File: src/rtl/tub_pkg.sv
// Shared types and segment constants for the seven-segment value formatter.
package tub_pkg;

  typedef enum logic [1:0] {
    ST_IDLE = 2'd0,
    ST_CONV = 2'd1,
    ST_EMIT = 2'd2
  } state_t;

  localparam logic [7:0] SEG_BLANK = 8'h00;
  localparam logic [7:0] SEG_MINUS = 8'h02;
  localparam logic [7:0] SEG_ZERO  = 8'hFC;

  localparam logic [1:0] MODE_HEX  = 2'b00;
  localparam logic [1:0] MODE_UDEC = 2'b01;
  localparam logic [1:0] MODE_SDEC = 2'b10;

endpackage

File: src/rtl/tub_value_formatter_seg_hex_decode.sv
// Nibble to seven-segment code, bit7..bit0 = a,b,c,d,e,f,g,dp, active-high.
module seg_hex_decode (
  input  logic [3:0] nib,
  output logic [7:0] seg
);

  always_comb begin
    case (nib)
      4'h0:    seg = 8'hFC;
      4'h1:    seg = 8'h60;
      4'h2:    seg = 8'hDA;
      4'h3:    seg = 8'hF2;
      4'h4:    seg = 8'h66;
      4'h5:    seg = 8'hB6;
      4'h6:    seg = 8'hBE;
      4'h7:    seg = 8'hE0;
      4'h8:    seg = 8'hFE;
      4'h9:    seg = 8'hF6;
      4'hA:    seg = 8'hEE;
      4'hB:    seg = 8'h3E;
      4'hC:    seg = 8'h9C;
      4'hD:    seg = 8'h7A;
      4'hE:    seg = 8'h9E;
      default: seg = 8'h8E;
    endcase
  end

endmodule

File: src/rtl/tub_value_formatter.sv
// Renders a 32-bit value as eight segment codes in hex or (signed) decimal,
// using a bit-serial double-dabble converter for the decimal modes.
module tub_value_formatter
  import tub_pkg::*;
#(
  parameter bit SEG_ACTIVE_LOW = 1'b0
) (
  input  logic        clk,
  input  logic        rst,
  input  logic        wr_en,
  input  logic [31:0] wr_data,
  input  logic [1:0]  mode,
  input  logic        blank_lz,
  output logic        busy,
  output logic        done,
  output logic [7:0]  tub_1,
  output logic [7:0]  tub_2,
  output logic [7:0]  tub_3,
  output logic [7:0]  tub_4,
  output logic [7:0]  tub_5,
  output logic [7:0]  tub_6,
  output logic [7:0]  tub_7,
  output logic [7:0]  tub_8
);

  state_t             state;
  logic [4:0]         cnt;
  logic [31:0]        val_q;
  logic [39:0]        bcd_q;
  logic [1:0]         mode_q;
  logic               blz_q;
  logic               neg_q;
  logic [7:0]         seg_q    [8];
  logic [7:0]         seg_next [8];
  logic [7:0]         dec_seg  [8];
  logic [3:0]         nib      [8];
  logic [39:0]        bcd_adj;
  logic signed [31:0] wr_s;
  logic               wr_neg;
  logic [31:0]        wr_mag;
  logic               wr_dec;
  logic               is_hex;
  logic               ovf;

  function automatic logic [39:0] bcd_add3(input logic [39:0] b);
    logic [39:0] r;
    r = b;
    for (int i = 0; i < 10; i++) begin
      if (r[4*i +: 4] >= 4'd5) r[4*i +: 4] = r[4*i +: 4] + 4'd3;
    end
    return r;
  endfunction

  // 0x80000000 negates to itself, which read unsigned is the correct magnitude.
  assign wr_s    = signed'(wr_data);
  assign wr_dec  = (mode == MODE_UDEC) || (mode == MODE_SDEC);
  assign wr_neg  = (mode == MODE_SDEC) && wr_data[31];
  assign wr_mag  = wr_neg ? unsigned'(-wr_s) : wr_data;
  assign bcd_adj = bcd_add3(bcd_q);
  assign is_hex  = !((mode_q == MODE_UDEC) || (mode_q == MODE_SDEC));
  assign ovf     = !is_hex && ((mode_q == MODE_SDEC) ? (|bcd_q[39:28]) : (|bcd_q[39:32]));

  always_ff @(posedge clk) begin
    if (rst) begin
      state <= ST_IDLE;
      busy  <= 1'b0;
      done  <= 1'b0;
      cnt   <= 5'd0;
      for (int k = 0; k < 8; k++) seg_q[k] <= SEG_BLANK;
    end else begin
      done <= 1'b0;
      case (state)
        ST_IDLE: begin
          if (wr_en) begin
            busy  <= 1'b1;
            cnt   <= 5'd0;
            state <= wr_dec ? ST_CONV : ST_EMIT;
          end
        end
        ST_CONV: begin
          cnt <= cnt + 5'd1;
          if (cnt == 5'd31) state <= ST_EMIT;
        end
        ST_EMIT: begin
          for (int k = 0; k < 8; k++) seg_q[k] <= seg_next[k];
          busy  <= 1'b0;
          done  <= 1'b1;
          state <= ST_IDLE;
        end
        default: state <= ST_IDLE;
      endcase
    end
  end

  // Datapath registers carry no reset; they are always loaded before use.
  always_ff @(posedge clk) begin
    if (state == ST_IDLE && wr_en) begin
      val_q  <= wr_mag;
      bcd_q  <= 40'd0;
      mode_q <= mode;
      blz_q  <= blank_lz;
      neg_q  <= wr_neg;
    end else if (state == ST_CONV) begin
      bcd_q <= {bcd_adj[38:0], val_q[31]};
      val_q <= {val_q[30:0], 1'b0};
    end
  end

  for (genvar k = 0; k < 8; k++) begin : g_dig
    assign nib[k] = is_hex ? val_q[31-4*k -: 4] : bcd_q[4*(7-k) +: 4];
    seg_hex_decode u_dec (
      .nib (nib[k]),
      .seg (dec_seg[k])
    );
  end

  always_comb begin
    logic lead;
    lead = 1'b1;
    for (int k = 0; k < 8; k++) begin
      seg_next[k] = dec_seg[k];
      if (!is_hex) begin
        if (mode_q == MODE_SDEC && k == 0) begin
          seg_next[k] = neg_q ? SEG_MINUS : (blz_q ? SEG_BLANK : SEG_ZERO);
        end else begin
          if (nib[k] != 4'd0) lead = 1'b0;
          if (blz_q && lead && k != 7) seg_next[k] = SEG_BLANK;
        end
      end
      if (ovf) seg_next[k] = SEG_MINUS;
    end
  end

  assign tub_1 = seg_q[0] ^ {8{SEG_ACTIVE_LOW}};
  assign tub_2 = seg_q[1] ^ {8{SEG_ACTIVE_LOW}};
  assign tub_3 = seg_q[2] ^ {8{SEG_ACTIVE_LOW}};
  assign tub_4 = seg_q[3] ^ {8{SEG_ACTIVE_LOW}};
  assign tub_5 = seg_q[4] ^ {8{SEG_ACTIVE_LOW}};
  assign tub_6 = seg_q[5] ^ {8{SEG_ACTIVE_LOW}};
  assign tub_7 = seg_q[6] ^ {8{SEG_ACTIVE_LOW}};
  assign tub_8 = seg_q[7] ^ {8{SEG_ACTIVE_LOW}};

endmodule

File: config.mk
export PLATFORM = sky130hd
export DESIGN_NAME = tub_value_formatter
export DESIGN_NICKNAME = d
export VERILOG_FILES = /design/src/rtl/tub_pkg.sv /design/src/rtl/tub_value_formatter_seg_hex_decode.sv /design/src/rtl/tub_value_formatter.sv
export SDC_FILE = /design/constraint.sdc
export NUM_CORES = 1
export LEC_CHECK = 0
export ABC_AREA = 1
export CORE_ASPECT_RATIO = 0.75
export CORE_MARGIN = 4
export CORE_UTILIZATION = 59
export CTS_BUF_LIST = sky130_fd_sc_hd__clkbuf_8
export CTS_CLUSTER_DIAMETER = 50
export DETAILED_ROUTE_END_ITERATION = 12
export HOLD_SLACK_MARGIN = 0.02
export PLACE_DENSITY = 0.93
export SLEW_MARGIN = 15
export SYNTH_ARGS = -nofsm -noshare
export SYNTH_HDL_FRONTEND = slang
export SYNTH_SLANG_ARGS = --single-unit
File: constraint.sdc
create_clock -name clk -period 3.2 [get_ports clk]
set_input_delay 0.32 -clock clk [delete_from_list [all_inputs] [get_ports clk]]
set_output_delay 0.32 -clock clk [all_outputs]
set_load 0.01 [all_outputs]
* Word-level counts from Yosys, hierarchy flattened
Memory sizes are Yosys's and may differ from the RTL's.
Index checks and enable logic that the tools add are counted.
Widths: inputs -> output; s select.
** Word-level totals
- Bits in read-only memories :: 896
- Register bits after elaboration :: 85
- Memories :: 9
- Word-level logic and storage cells :: 169
- Output and inout bits :: 66
- RAM bits :: 64
- Input port bits :: 38
** Cells by class
- Mux-type cells :: 84
- Equal/unequal tests :: 9
- Reduce and logical (&&, ||, !) cells :: 28
- Magnitude comparators :: 10
- Add/subtract/negate cells :: 12
- Bitwise gates (word level) :: 8
** Memory list
- (no name shown) :: words 16, bits a word 7, read ports 1, clocked after Yosys merged registers in 0, write ports 0, line tub_value_formatter_seg_hex_decode.sv:8 : case (nib)
- (no name shown) :: words 16, bits a word 7, read ports 1, clocked after Yosys merged registers in 0, write ports 0, line tub_value_formatter_seg_hex_decode.sv:8
- (no name shown) :: words 16, bits a word 7, read ports 1, clocked after Yosys merged registers in 0, write ports 0, line tub_value_formatter_seg_hex_decode.sv:8
- (no name shown) :: words 16, bits a word 7, read ports 1, clocked after Yosys merged registers in 0, write ports 0, line tub_value_formatter_seg_hex_decode.sv:8
- (no name shown) :: words 16, bits a word 7, read ports 1, clocked after Yosys merged registers in 0, write ports 0, line tub_value_formatter_seg_hex_decode.sv:8
- (no name shown) :: words 16, bits a word 7, read ports 1, clocked after Yosys merged registers in 0, write ports 0, line tub_value_formatter_seg_hex_decode.sv:8
- 3 more memories
** Operator list (number)
- $mux 8 :: 33
- $mux 32 :: 3
- $mux 4 :: 17
- $ge 4x3->1 const B :: 10
- $add 4x2->4 const B :: 9
- $neg 32->32 :: 1
- $reduce_bool 4->1 :: 7
- $mux 1 :: 23
- $reduce_or 12->1 :: 1
- $logic_and 1x1->1 :: 10
- $pmux 5 s2 :: 1
- $or 1x1->1 :: 8
- $reduce_or 8->1 :: 1
- $eq 2x1->1 const B :: 3
- $eq 2x2->1 const B :: 3
- $mux 2 :: 3
- $reduce_and 2->1 :: 3
- $reduce_bool 2->1 :: 3
- $add 5x1->5 const B :: 1
- $eq 5x5->1 const B :: 1
- $mux 5 :: 1
- $ne 2x2->1 const B :: 2
- $pmux 2 s2 :: 1
- $add 3x2->3 const B :: 1
- 4 further kinds :: 5

* Logic depth before layout (Yosys ltp)
Gate-level depths: netlist of run 1.
- Word-level depth :: 25
- Depth in mapped cells :: 15

* Cells and area by module
A second synthesis of run 1 with hierarchy kept.
** Second synthesis, totals
- Cell total of the unflattened synthesis :: 1425
- Area, all modules :: 10341.2 um^2
** By module, submodules not included
- tub_value_formatter :: cells each 993, area each 8089.0 um^2, times used 1
- seg_hex_decode :: cells each 54, area each 281.5 um^2, times used 8

* Worst setup path before layout of run 1
OpenSTA, ideal clock, no wires.
- Kind :: reg-to-reg
- Start point :: register mode_q[1]
- End point :: memory seg_q[3][2] (netlist: seg_q[0][26]) (data pin)
- Setup time :: 0.264 ns
- Data required time :: 2.936 ns
- Period minus slack after synthesis :: 2.561 ns
- Path slack :: 0.639 ns
- Data arrival time :: 2.297 ns
- Stages on the path, launching flop included :: 13
- Cells stage by stage :: edfxtp_1 > ha_1 > buf_6 > buf_4 > o21ai_0 > ha_1 > inv_1 > nor2_1 > inv_1 > nor2_4 > nand2_1 > nand2_2 > nor3_1
** RTL lines
- from (decl) :: line tub_value_formatter.sv:30 : logic [1:0] mode_q;
- from (signal assigned) :: line tub_value_formatter.sv:100 : mode_q <= mode;
- to (decl) :: line tub_value_formatter.sv:33 : logic [7:0] seg_q [8];

==> results of run 1 <==
how the worst max path moves through the flow:
stage	from	to	slack, ns	cells after the start
after CTS	mode_q[1]	seg_q[1][15]	0.37	13
after global placement	mode_q[1]	seg_q[1][12]	0.58	13
after global routing	mode_q[1]	seg_q[1][15]	0.12	13
after detailed placement	mode_q[1]	seg_q[1][15]	0.46	13
final	mode_q[1]	seg_q[1][15]	0.34	13
after floorplan	mode_q[1]	seg_q[0][26]	0.64	12
registers in the layout, summed over array words and instances, names as in the netlist:
name    count
done        1
busy        1
mode_q      2
cnt         5
state       2
blz_q       1
bcd_q      40
seg_q      56
val_q      32
neg_q       1
cells by family (layout without fill, tap and decap cells):
kind of cell               Yosys count  after routing  synth area share
AOI/OAI and AO/OA                  295            295             0.182
xor gates and xnor gates            24             24            0.0220
adders and majority gates           77             77             0.101
buffers and inverters              195            305            0.0847
DFF                                141            141             0.392
other                                1              8          0.000392
and+or+nand+nor                    474            474             0.218
critical path: cells and delay by family (launching register included):
family | cells | cell delay, ns
AOI/OAI and AO/OA | 2 | 0.22
adders and majority gates | 2 | 0.57
buffers and inverters | 4 | 0.60
DFF | 1 | 0.37
and+or+nand+nor | 5 | 0.81
area by class of cell:
cell class,instances,share of cell area
multi-input combinational,878,0.453
sequential,141,0.337
timing repair buffer,112,0.0993
inverter,161,0.0544
tap,205,0.0231
clock buffer,17,0.0210
clock inverter,15,0.0126
through the flow:
stage	utilization	total power, W	cells
global route	0.714	0.00595	1529
finish	0.714	0.00566	1529
detailed placement	0.690	0.00424	1497
CTS	0.714	0.00563	1529
global placement	0.690	0.00416	1497
floorplan	-	0.00361	1214
power groups by stage:
| stage | logic, W | clock network [W] | registers, W |
|---|---|---|---|
| 2_1_floorplan | 0.00127 | 0 | 0.00234 |
| 3_3_place_gp | 0.00184 | 0 | 0.00232 |
| 3_5_place_dp | 0.00192 | 0 | 0.00232 |
| 4_1_cts | 0.00195 | 0.00140 | 0.00228 |
| 5_1_grt | 0.00218 | 0.00147 | 0.00230 |
| 6_report | 0.00197 | 0.00140 | 0.00228 |
cell usage in the layout (no fill, tap or decap), types with 6 or more instances in the layout:
cell type / count
sky130_fd_sc_hd__o22ai_1: 6
sky130_fd_sc_hd__nand2_2: 11
sky130_fd_sc_hd__nand3_1: 67
sky130_fd_sc_hd__o21ai_1: 7
sky130_fd_sc_hd__a21oi_1: 103
sky130_fd_sc_hd__ha_1: 76
sky130_fd_sc_hd__o21ai_0: 117
sky130_fd_sc_hd__o21ai_2: 13
sky130_fd_sc_hd__clkdlybuf4s50_1: 95
sky130_fd_sc_hd__nand2_1: 243
sky130_fd_sc_hd__buf_4: 15
sky130_fd_sc_hd__nor3_1: 16
sky130_fd_sc_hd__inv_6: 6
sky130_fd_sc_hd__edfxtp_1: 92
sky130_fd_sc_hd__conb_1: 8
sky130_fd_sc_hd__inv_1: 154
sky130_fd_sc_hd__or2_1: 6
sky130_fd_sc_hd__dfxtp_1: 49
sky130_fd_sc_hd__o32ai_1: 9
sky130_fd_sc_hd__o211ai_1: 12
sky130_fd_sc_hd__nand4_1: 9
sky130_fd_sc_hd__clkinvlp_4: 6
sky130_fd_sc_hd__clkbuf_8: 17
sky130_fd_sc_hd__nor2_1: 92
sky130_fd_sc_hd__inv_2: 6
sky130_fd_sc_hd__xor2_1: 21
routing by layer:
layer,vias to the layer above,wire [um]
met5,-,0
met4,0,732
met3,67,1980
met2,424,12000
met1,4033,9760
li1,4249,-
==> flow_metrics.env, run 1 <==
export IMPL_skew_pair_late_insertion_delay_ns=0.47
export IMPL_synth_cell_type_count=54
export IMPL_post_synth_top_count_cell="sky130_fd_sc_hd__nand2_1"
export IMPL_post_drt_wl_per_cell_um=16.0
export IMPL_synth_async_reset_ratio=0
export IMPL_critPathKind="flip-flop to flip-flop"
export IMPL_rows=39
export IMPL_clkSinkCount=141
export IMPL_finalSetupTns_ns=0
export IMPL_sequential_fraction_of_the_synthesis_area=0.392
export IMPL_timing_reg2reg_setup_slack_ns=0.34
export IMPL_comb_power_share=0.349
export IMPL_top_level_ports=104
export IMPL_drt_pass1_iterations=5
export IMPL_start_kind="flip-flop"
export IMPL_timing_hold_ws_ns=0.459
export IMPL_groute_layer_met1_usage=0.343
export IMPL_place_congestion=0.938
export IMPL_run_status="finished clean"
export IMPL_critPathCaptureType="flip-flop"
export IMPL_netlist_instances=1207
export IMPL_regToRegEndpoint="seg_q[1][15]"
export IMPL_ys_top_cells_by_area="sky130_fd_sc_hd__edfxtp_1, sky130_fd_sc_hd__dfxtp_1, sky130_fd_sc_hd__ha_1"
export IMPL_die_w_um=155
export IMPL_synth_top_area_cell="sky130_fd_sc_hd__edfxtp_1"
export IMPL_maxClockFrequency_ghz=0.349
export IMPL_yosys_top_cells_count="sky130_fd_sc_hd__nand2_1, sky130_fd_sc_hd__inv_1, sky130_fd_sc_hd__o21ai_0"
export IMPL_timing_max_cap_violations=0
export IMPL_net_switching_power_w=0.00212
export IMPL_power_density_mw_per_mm2=509
export IMPL_cts_htree_levels=4
export IMPL_first_global_vias=8312
export IMPL_totalWireLength_mm=24.4
export IMPL_yosysTopAreaCellShare=0.289
export IMPL_post_route_period_util=0.895
export IMPL_timing_critical_path_slowest_stage_cell="sky130_fd_sc_hd__edfxtp_1"
export IMPL_peakVddDrop_uv=238
export IMPL_seq_area_mm2=0.00374
export IMPL_final_area_mm2=0.0111
export IMPL_power_switching_fraction=0.375
export IMPL_synth_edf_count=92
export IMPL_wire_length_of_the_first_global_routing_pass_mm=40.0
export IMPL_antenna_found_initial=0
export IMPL_placedInstanceArea_mm2=0.0107
export IMPL_overall_track_demand_over_capacity_in_global_routing=0.264
export IMPL_drv_slew=0
export IMPL_synth_area_mm2=0.00956
export IMPL_avgViaCountPerCell=5.74
export IMPL_drcViolationCount=0
export IMPL_vias=8773
export IMPL_holdCritPathClass="primary input to flip-flop"
export IMPL_cts_hold_fix_buffers=0
export IMPL_syn_mean_instance_area_um2=7.92
export IMPL_worst_r2r_startpoint="mode_q[1]"
export IMPL_largest_fanout_of_any_net_on_the_critical_path=48
export IMPL_detailedPlace_worstSlack_ns=0.465
export IMPL_endpoint_arrival_time_on_the_critical_path_ns=3.08
export IMPL_dp_hpwl_mm=17.8
export IMPL_final_setup_viol_count=0
export IMPL_insertedDiodeCount=0
export IMPL_use_met3=0.0490
export IMPL_core_mm2=0.0156
export IMPL_die_area_mm2=0.0183
export IMPL_worstHoldStart="blank_lz"
export IMPL_grt_max_degree=49
export IMPL_worst_slew_margin_relative_to_its_limit=0.622
export IMPL_worst_r2r_path_depth=13
export IMPL_total_number_of_nets_in_the_final_design=1426
export IMPL_postRouteAntennaNets=0
export IMPL_cts_made_buffers=17
export IMPL_ff_latch_count_synth=141
export IMPL_grt_busiest_layer="met2"
export IMPL_cts_root_to_sink_buffers=2
export IMPL_area_of_the_multi_input_gates_mm2=0.00503
export IMPL_synthFlopType="sky130_fd_sc_hd__edfxtp_1"
export IMPL_finalHoldViolCount=0
export IMPL_post_cts_resized=0
export IMPL_detail_route_iter0_violations=1050
export IMPL_clock_tree_from_tritoncts="yes"
export IMPL_actual_slew_at_the_worst_max_slew_pin_ns=0.561
export IMPL_worst_path_largest_cell_delay_ns=0.37
export IMPL_overflow=0
export IMPL_final_critical_path_setup_slack_ns=0.336
export IMPL_floorplan_die_height_um=118
export IMPL_clock_skew_final_ns=0.0171
export IMPL_grt_met2_usage=0.441
export IMPL_rsz_0062_raised_after_global_routing="no"
export IMPL_p_seq_frac=0.403
export IMPL_area_growth_pct=16.3
export IMPL_period_minus_slack_ns=2.86
export IMPL_cts_root_buffer_cell="sky130_fd_sc_hd__clkbuf_8"
export IMPL_drive_gt1_frac=0.0823
export IMPL_hold_path_cell_count=1
export IMPL_cts_post_setup_buffers_inserted=0
export IMPL_p_int_w=0.00354
export IMPL_p_leak_nw=4.75
export IMPL_clkTransAtPathRegs_ns=0.09
export IMPL_floorplan_initialDensity=0.614
export IMPL_nFillCells=1111
export IMPL_numPortBuffers=95
export IMPL_path_cells="ha_2, buf_12, o21ai_0, buf_4, inv_1, ha_1, inv_1, nor2_1, nand2_1, nor2_2, nand2_1, nand2_2, a21oi_1"
export IMPL_required_ns=3.42
export IMPL_worst_hold_path_endpoint="blz_q"
export IMPL_synthesis_yosys_warnings=0
export IMPL_clock_network_fraction_of_total_power=0.248
(Power assumes the default switching activity.)
==> run 2: changes to the inputs <==
--- a/config.mk
+++ b/config.mk
@@ -13,6 +13,7 @@
 export CTS_CLUSTER_DIAMETER = 50
 export DETAILED_ROUTE_END_ITERATION = 12
 export HOLD_SLACK_MARGIN = 0.02
+export MAX_ROUTING_LAYER = met4
 export PLACE_DENSITY = 0.93
 export SLEW_MARGIN = 15
 export SYNTH_ARGS = -nofsm -noshare
==> flow_metrics.env, run 2 (same netlist as run 1, synthesis figures left out) <==
export IMPL_total_number_of_nets_in_the_final_design=1428
export IMPL_clkTransAtPathRegs_ns=0.09
export IMPL_start_kind="flip-flop"
export IMPL_final_cells=1531
export IMPL_holdCritPathClass="primary input to flip-flop"
export IMPL_drv_slew=0
export IMPL_critPathKind="flip-flop to flip-flop"
export IMPL_wire_length_of_the_first_global_routing_pass_mm=41.2
export IMPL_die_area_mm2=0.0183
export IMPL_cts_hold_fix_buffers=0
export IMPL_largest_register_ffs=56
export IMPL_worst_slew_margin_relative_to_its_limit=0.590
export IMPL_cts_made_buffers=17
export IMPL_endpoint_arrival_time_on_the_critical_path_ns=3.07
export IMPL_dp_hpwl_mm=18.0
export IMPL_final_cell_mix="sky130_fd_sc_hd__nand2_1, sky130_fd_sc_hd__inv_1, sky130_fd_sc_hd__o21ai_0, sky130_fd_sc_hd__a21oi_1, sky130_fd_sc_hd__clkdlybuf4s50_1"
export IMPL_max_flop_register="seg_q"
export IMPL_floorplan_initialDensity=0.614
export IMPL_largest_fanout_of_any_net_on_the_critical_path=11
export IMPL_finalHoldViolCount=0
export IMPL_vias=8891
export IMPL_layout_cells_most_common="sky130_fd_sc_hd__nand2_1"
export IMPL_die_w_um=155
export IMPL_place_congestion=0.932
export IMPL_post_route_period_util=0.892
export IMPL_reg_largest_list="seg_q x56, bcd_q x40, val_q x32"
export IMPL_cts_htree_levels=4
export IMPL_drcViolationCount=0
export IMPL_numPortBuffers=95
export IMPL_core_mm2=0.0156
export IMPL_avgViaCountPerCell=5.81
export IMPL_clock_skew_final_ns=0.0123
export IMPL_drt_pass1_iterations=8
export IMPL_actual_slew_at_the_worst_max_slew_pin_ns=0.608
export IMPL_skew_pair_late_insertion_delay_ns=0.46
export IMPL_timing_max_cap_violations=0
export IMPL_rsz_0062_raised_after_global_routing="no"
export IMPL_grt_max_degree=41
export IMPL_overall_track_demand_over_capacity_in_global_routing=0.280
export IMPL_post_drt_wl_per_cell_um=16.4
export IMPL_required_ns=3.42
export IMPL_run_status="finished clean"
export IMPL_totalWireLength_mm=25.1
export IMPL_detail_route_iter0_violations=1197
export IMPL_detailedPlace_worstSlack_ns=0.440
export IMPL_cts_post_setup_buffers_inserted=0
export IMPL_drive_gt1_frac=0.0822
export IMPL_rows=39
export IMPL_numPlacedInstances=1499
export IMPL_antenna_found_initial=0
export IMPL_final_setup_viol_count=0
export IMPL_post_cts_resized=0
export IMPL_period_minus_slack_ns=2.85
export IMPL_finalSetupTns_ns=0
export IMPL_cts_root_buffer_cell="sky130_fd_sc_hd__clkbuf_8"
export IMPL_power_density_mw_per_mm2=526
export IMPL_floorplan_die_height_um=118
export IMPL_postRouteAntennaNets=0
export IMPL_final_critical_path_setup_slack_ns=0.346
export IMPL_p_leak_nw=4.79
export IMPL_timing_hold_ws_ns=0.466
export IMPL_cts_root_to_sink_buffers=2
export IMPL_top_level_ports=104
export IMPL_peakVddDrop_uv=289
export IMPL_first_global_vias=8482
export IMPL_overflow=0
export IMPL_nFillCells=1123
export IMPL_clock_tree_from_tritoncts="yes"
export IMPL_clkSinkCount=141
export IMPL_critPathCaptureType="flip-flop"
export IMPL_maxClockFrequency_ghz=0.350
export IMPL_area_growth_pct=17.0
export IMPL_insertedDiodeCount=0
## run 2: cell types whose count changed in the layout (fill, tap and decap cells not counted), sizes merged
| cell | previous run | this run |
|---|---|---|
| clkinvlp | 6 | 4 |
| bufinv | 1 | 4 |
| buf | 17 | 19 |
| clkbuf | 17 | 19 |
| clkinv | 3 | 5 |
| inv | 166 | 161 |
## run 2: cell type report
| class | count | area, um^2 | area share |
|---|---|---|---|
| timing repair buffer | 114 | 1110 | 0.0989 |
| tap | 205 | 256 | 0.0229 |
| clock buffer | 19 | 262 | 0.0234 |
| clock inverter | 13 | 175 | 0.0157 |
| sequential | 141 | 3740 | 0.335 |
| inverter | 161 | 604 | 0.0541 |
| multi-input combinational | 878 | 5030 | 0.450 |
## run 2: routing by layer
metal / global-route usage / part of all wire
met4: 0.109 / 0.036
met3: 0.0504 / 0.084
met2: 0.452 / 0.48
met5: - / 0
met1: 0.352 / 0.40
## run 2: critical path, stage by stage, from the launching register on
cell and delay, ns:
sky130_fd_sc_hd__edfxtp_1 0.40, sky130_fd_sc_hd__ha_2 0.46, sky130_fd_sc_hd__inv_2 0.16, sky130_fd_sc_hd__buf_4 0.22
sky130_fd_sc_hd__or2_1 0.23, sky130_fd_sc_hd__o21ai_2 0.16, sky130_fd_sc_hd__ha_1 0.23, sky130_fd_sc_hd__nand2_1 0.10
sky130_fd_sc_hd__nor2_1 0.12, sky130_fd_sc_hd__nand2_1 0.07, sky130_fd_sc_hd__nor2_2 0.15, sky130_fd_sc_hd__nand2_1 0.10
sky130_fd_sc_hd__nand2_2 0.15, sky130_fd_sc_hd__nor2_1 0.07
## run 2: worst paths after layout
kind / from / to / slack, ns / depth (start not counted)
max: mode_q[1] / seg_q[1][10] / 0.35 / 13
min: mode[1] / mode_q[1] / 0.47 / 1
max reg2reg: mode_q[1] / seg_q[1][10] / 0.35 / 13
min reg2reg: cnt[3] / cnt[3] / 0.48 / 2
## run 2: power breakdown
part           internal [W]  leakage (nW)  total (W)  switching [W]
clock              0.000882         0.214    0.00161       0.000732
sequential          0.00219          1.33    0.00228      0.0000931
combinational      0.000730          3.25    0.00199        0.00126
## run 2: through the flow
step	cell area [um^2]	power (W)	util
2_1_floorplan	9580	0.00361	-
3_5_place_dp	10700	0.00424	0.690
6_report	11200	0.00588	0.718
5_1_grt	11200	0.00619	0.718
4_1_cts	11200	0.00584	0.718
3_3_place_gp	10700	0.00416	0.690
==> run 3: changes to the inputs <==
--- a/config.mk
+++ b/config.mk
@@ -7,7 +7,7 @@
 export LEC_CHECK = 0
 export ABC_AREA = 1
 export CORE_ASPECT_RATIO = 0.75
-export CORE_MARGIN = 4
+export CORE_MARGIN = 10
 export CORE_UTILIZATION = 59
 export CTS_BUF_LIST = sky130_fd_sc_hd__clkbuf_8
 export CTS_CLUSTER_DIAMETER = 50
==> flow_metrics.env, run 3 (same netlist as run 1, synthesis figures left out) <==
export IMPL_worst_slew_margin_relative_to_its_limit=0.319
export IMPL_cts_root_buffer_cell="sky130_fd_sc_hd__clkbuf_8"
export IMPL_period_minus_slack_ns=3.02
export IMPL_power_density_mw_per_mm2=511
export IMPL_critPathKind="flip-flop to flip-flop"
export IMPL_avgViaCountPerCell=5.77
export IMPL_first_global_vias=8403
export IMPL_timing_max_cap_violations=0
export IMPL_overflow=0
export IMPL_overall_track_demand_over_capacity_in_global_routing=0.234
export IMPL_detail_route_iter0_violations=1078
export IMPL_die_area_mm2=0.0217
export IMPL_wl_met1_mm=10.3
export IMPL_floorplan_die_height_um=130
export IMPL_wire_length_of_the_first_global_routing_pass_mm=41.2
export IMPL_layout_cells_most_common="sky130_fd_sc_hd__nand2_1"
export IMPL_clkSinkCount=141
export IMPL_top_level_ports=104
export IMPL_rsz_0062_raised_after_global_routing="no"
export IMPL_cts_htree_levels=4
export IMPL_finalSetupTns_ns=0
export IMPL_core_mm2=0.0160
export IMPL_rows=40
export IMPL_cts_hold_fix_buffers=0
export IMPL_numPortBuffers=95
export IMPL_grt_max_degree=57
export IMPL_run_status="finished clean"
export IMPL_largest_fanout_of_any_net_on_the_critical_path=14
export IMPL_holdCritPathClass="flip-flop to flip-flop"
export IMPL_finalHoldViolCount=0
export IMPL_dp_hpwl_mm=18.6
export IMPL_hold_path_cell_count=2
export IMPL_actual_slew_at_the_worst_max_slew_pin_ns=1.02
export IMPL_maxClockFrequency_ghz=0.332
export IMPL_path_cells="ha_2, buf_4, o21ai_0, inv_1, ha_1, inv_1, nor2_1, nand2_1, nor2_2, nand3_2, nand3_2, nor2_1"
export IMPL_antenna_found_initial=0
export IMPL_floorplan_initialDensity=0.599
export IMPL_required_ns=3.41
export IMPL_drv_slew=0
export IMPL_p_leak_nw=4.76
export IMPL_timing_hold_ws_ns=0.475
export IMPL_drt_pass1_iterations=8
export IMPL_final_cell_mix="sky130_fd_sc_hd__nand2_1, sky130_fd_sc_hd__inv_1, sky130_fd_sc_hd__o21ai_0, sky130_fd_sc_hd__a21oi_1, sky130_fd_sc_hd__clkdlybuf4s50_1"
export IMPL_final_cells=1531
export IMPL_worst_path_largest_cell_delay_ns=0.51
export IMPL_post_route_period_util=0.942
export IMPL_detailedPlace_worstSlack_ns=0.200
export IMPL_skew_pair_late_insertion_delay_ns=0.47
export IMPL_final_setup_viol_count=0
export IMPL_reg_largest_list="seg_q x56, bcd_q x40, val_q x32"
export IMPL_routed_wl_met3_mm=1.99
export IMPL_vias=8837
export IMPL_postRouteAntennaNets=0
export IMPL_post_cts_resized=0
export IMPL_drive_gt1_frac=0.0795
export IMPL_final_critical_path_setup_slack_ns=0.184
export IMPL_cts_post_setup_buffers_inserted=0
export IMPL_numPlacedInstances=1499
export IMPL_clock_skew_final_ns=0.0185
export IMPL_endpoint_arrival_time_on_the_critical_path_ns=3.22
export IMPL_cts_made_buffers=17
export IMPL_fin_util=0.696
export IMPL_nFillCells=1155
export IMPL_max_flop_register="seg_q"
export IMPL_critPathCaptureType="flip-flop"
export IMPL_totalWireLength_mm=25.2
export IMPL_largest_register_ffs=56
export IMPL_post_drt_wl_per_cell_um=16.5
export IMPL_peakVddDrop_uv=331
export IMPL_insertedDiodeCount=0
export IMPL_place_congestion=0.968
export IMPL_die_w_um=167
export IMPL_route_met2_wl_mm=12.1
export IMPL_start_kind="flip-flop"
export IMPL_drcViolationCount=0
export IMPL_clock_tree_from_tritoncts="yes"
export IMPL_clkTransAtPathRegs_ns=0.08
export IMPL_total_number_of_nets_in_the_final_design=1423
export IMPL_worst_r2r_path_depth=12
export IMPL_timing_critical_path_slowest_stage_cell="sky130_fd_sc_hd__ha_2"
export IMPL_uppermost_signal_routing_layer_after_detailed_routing="met4"
export IMPL_cts_root_to_sink_buffers=2
export IMPL_area_growth_pct=16.2
## run 3: layout make-up
cell class	instances	area, um^2	area share
Tap cell	210	263	0.0237
Clock buffer	18	248	0.0223
Multi-Input combinational cell	878	5030	0.453
Sequential cell	141	3740	0.337
Clock inverter	14	130	0.0117
Timing Repair Buffer	109	1080	0.0977
Inverter	161	604	0.0544
## run 3: final timing paths
path | start | end | slack [ns]
setup / recovery | mode_q[1] | seg_q[1][18] | 0.18
hold / removal | cnt[4] | cnt[4] | 0.47
setup reg to reg | mode_q[1] | seg_q[1][18] | 0.18
hold reg to reg | cnt[4] | cnt[4] | 0.47
## run 3: report_power, final
group / switching, W / internal [W] / leakage [nW] / total (W)
combinational: 0.00125 / 0.000721 / 3.23 / 0.00197
sequential: 0.0000969 / 0.00219 / 1.33 / 0.00229
clock: 0.000715 / 0.000700 / 0.200 / 0.00141
## run 3: through the flow
step / power (W) / cell area, um^2
final: 0.00567 / 11100
after global placement: 0.00418 / 10700
after floorplan: 0.00361 / 9580
after CTS: 0.00563 / 11100
after detailed placement: 0.00424 / 10700
after global routing: 0.00598 / 11100
## run 3: layer usage
metal | vias to the layer above | GRT usage
met2 | 443 | 0.382
met1 | 4073 | 0.283
met3 | 73 | 0.0451
met5 | - | -
met4 | 0 | 0.0958
li1 | 4248 | -
## run 3: worst max-delay path: cells and delay by family, from the launching register on
| kind | cells | cell delay, ns |
|---|---|---|
| and+or+nand+nor | 6 | 0.82 |
| adders and majority gates | 2 | 0.72 |
| buffers and inverters | 3 | 0.53 |
| DFF | 1 | 0.38 |
| AOI/OAI and AO/OA | 1 | 0.31 |
==> RTL edit (config.mk and constraints of run 3) <==
Encoding of `state_t`: now one-hot (3 bits for 3 states).
--- a/src/rtl/tub_pkg.sv
+++ b/src/rtl/tub_pkg.sv
@@ -2,8 +2,8 @@
 package tub_pkg;
 
-  typedef enum logic [1:0] {
-    ST_IDLE = 2'd0,
-    ST_CONV = 2'd1,
-    ST_EMIT = 2'd2
+  typedef enum logic [2:0] {
+    ST_IDLE = 3'b001,
+    ST_CONV = 3'b010,
+    ST_EMIT = 3'b100
   } state_t;
 
Check against the original RTL: same outputs for any inputs over 4 cycles, from zero or initial values and one cycle with rst high; so few cycles prove little.
==> RTL edit against run 3 <==
  * Wire length fell by 8.4%
  * Critical endpoint is now seg_q[1][23]
  * Critical path type unchanged
  * Power fell by 9.6%
  * Synthesized area fell by 0.41%
  * Worst setup slack improved by 0.11 ns
  * Via count fell by 3.8%
  * Sequential cell count rose by 1
  * Highest routed layer unchanged
  * Final area fell by 1.1%
==> RTL edit: results (changes against run 3) <==
Worst Hold Class in -> reg; area of the multi-input gates 4910 um^2 (-2.5%); Critical Path Start mode_q[0]; leakage power 0.00482 uW (+1.3%); Area contributors post-synth edfxtp_1, dfxtp_1, ha_1; Adder-Cell Fraction of Synth Area 10.1% (+0.041 points); Finished Layout Cells 1519 (-0.78%); Post-synth top cells nand2_1, inv_1, o21ai_0, edfxtp_1, nor2_1; Cell Int Power 3320 uW (-8.0%); sequential fraction of the synthesis area 39.5% (+0.37 points); root cell of the clock tree clkbuf_8; WHS 0.444 ns (-0.0309 ns); clk_skew 0.0144 ns (-0.00405 ns); met3 routed WL 1.87 mm (-6.2%); Compound-Gate Fraction of Synth Area 17.7% (-0.54 points); routability cong. 0.907 (-6.3%); fill cell count 1194 (+3.4%); Non-clk bufs 106 (-2.8%); non-clk buf share 9.52% (-0.25 points); synthesized instance count 1199 (-0.66%); per-cell routed wire length 15.2 um (-7.7%); routed vias/inst 5.60 (-3.1%); GR Util All Layers 21.9% (-1.5 points); area share of xor/xnor cells in the synthesized design 3.04% (+0.84 points); multi-input gate count 852 (-3.0%); First-pass DRT Iterations 6 (-2); global-route wire length before repair 38.3 mm (-6.9%); r2r endpoint seg_q[1][23]; DRT iter0 DRCs 1010 (-6.3%); Routed met1 length 9.45 mm (-8.7%); status complete, no violations; CP Max Fanout 49 (+35); ClkCell Share 3.04% (-0.36 points); met2 wire len 11.1 mm (-8.2%); Rel. slew slack 38.9% (+7.0 points); hpwl dp 16.8 mm (-9.5%); Worst Path Arrival 3.24 ns (+0.02 ns); FF-to-FF setup slack 0.29 ns (+0.11 ns); hold path cells 1 (-1); NumNets Final 1412 (-0.77%)
RTL edit: critical path, cell delays in order (launching register included):
cell and delay, ns:
edfxtp_1 0.37, inv_1 0.07, ha_2 0.29, buf_12 0.21, o21ai_0 0.57, inv_1 0.18
ha_1 0.25, inv_1 0.09, nor2_2 0.05, and2_1 0.18, nand3_1 0.19, nand3_2 0.17
nor2_1 0.13
RTL edit: routing by layer:
layer  GRT usage, %  vias to the layer above
met4           7.83                        0
met1           25.7                     3896
met2           36.1                      362
met5              -                        -
met3           5.71                       66
li1               -                     4176
RTL edit: kinds of logic (layout without fill, tap and decap cells):
group                      Yosys count  in the layout
AOI/OAI and AO/OA                  290            290
xor gates and xnor gates            33             33
and+or+nand+nor                    444            444
other                                1              8
buffers and inverters              212            315
DFF                                142            142
adders and majority gates           77             77
RTL edit: how the worst min path moves through the flow:
stage	startpoint	endpoint
global placement	cnt[3]	cnt[3]
CTS	mode[1]	mode_q[1]
finish	mode[1]	mode_q[1]
detailed placement	cnt[3]	cnt[3]
global route	mode[1]	mode_q[1]
floorplan	rst	done
RTL edit: through the flow:
stage | setup slack [ns] | utilization, % | instance area, um^2 | total power [uW]
2_1_floorplan | 0.538 | - | 9540 | 3360
3_3_place_gp | 0.486 | 66.9 | 10700 | 3780
3_5_place_dp | 0.367 | 66.9 | 10700 | 3840
4_1_cts | 0.340 | 69.0 | 11000 | 5110
5_1_grt | 0.178 | 69.0 | 11000 | 5430
6_report | 0.292 | 69.0 | 11000 | 5130
RTL edit: power by group through the flow:
stage	combinational (uW)	clock (uW)	sequential (uW)
after floorplan	1120	0	2240
after global placement	1560	0	2220
after detailed placement	1610	0	2220
after CTS	1630	1290	2180
after global routing	1850	1380	2200
final	1640	1300	2190
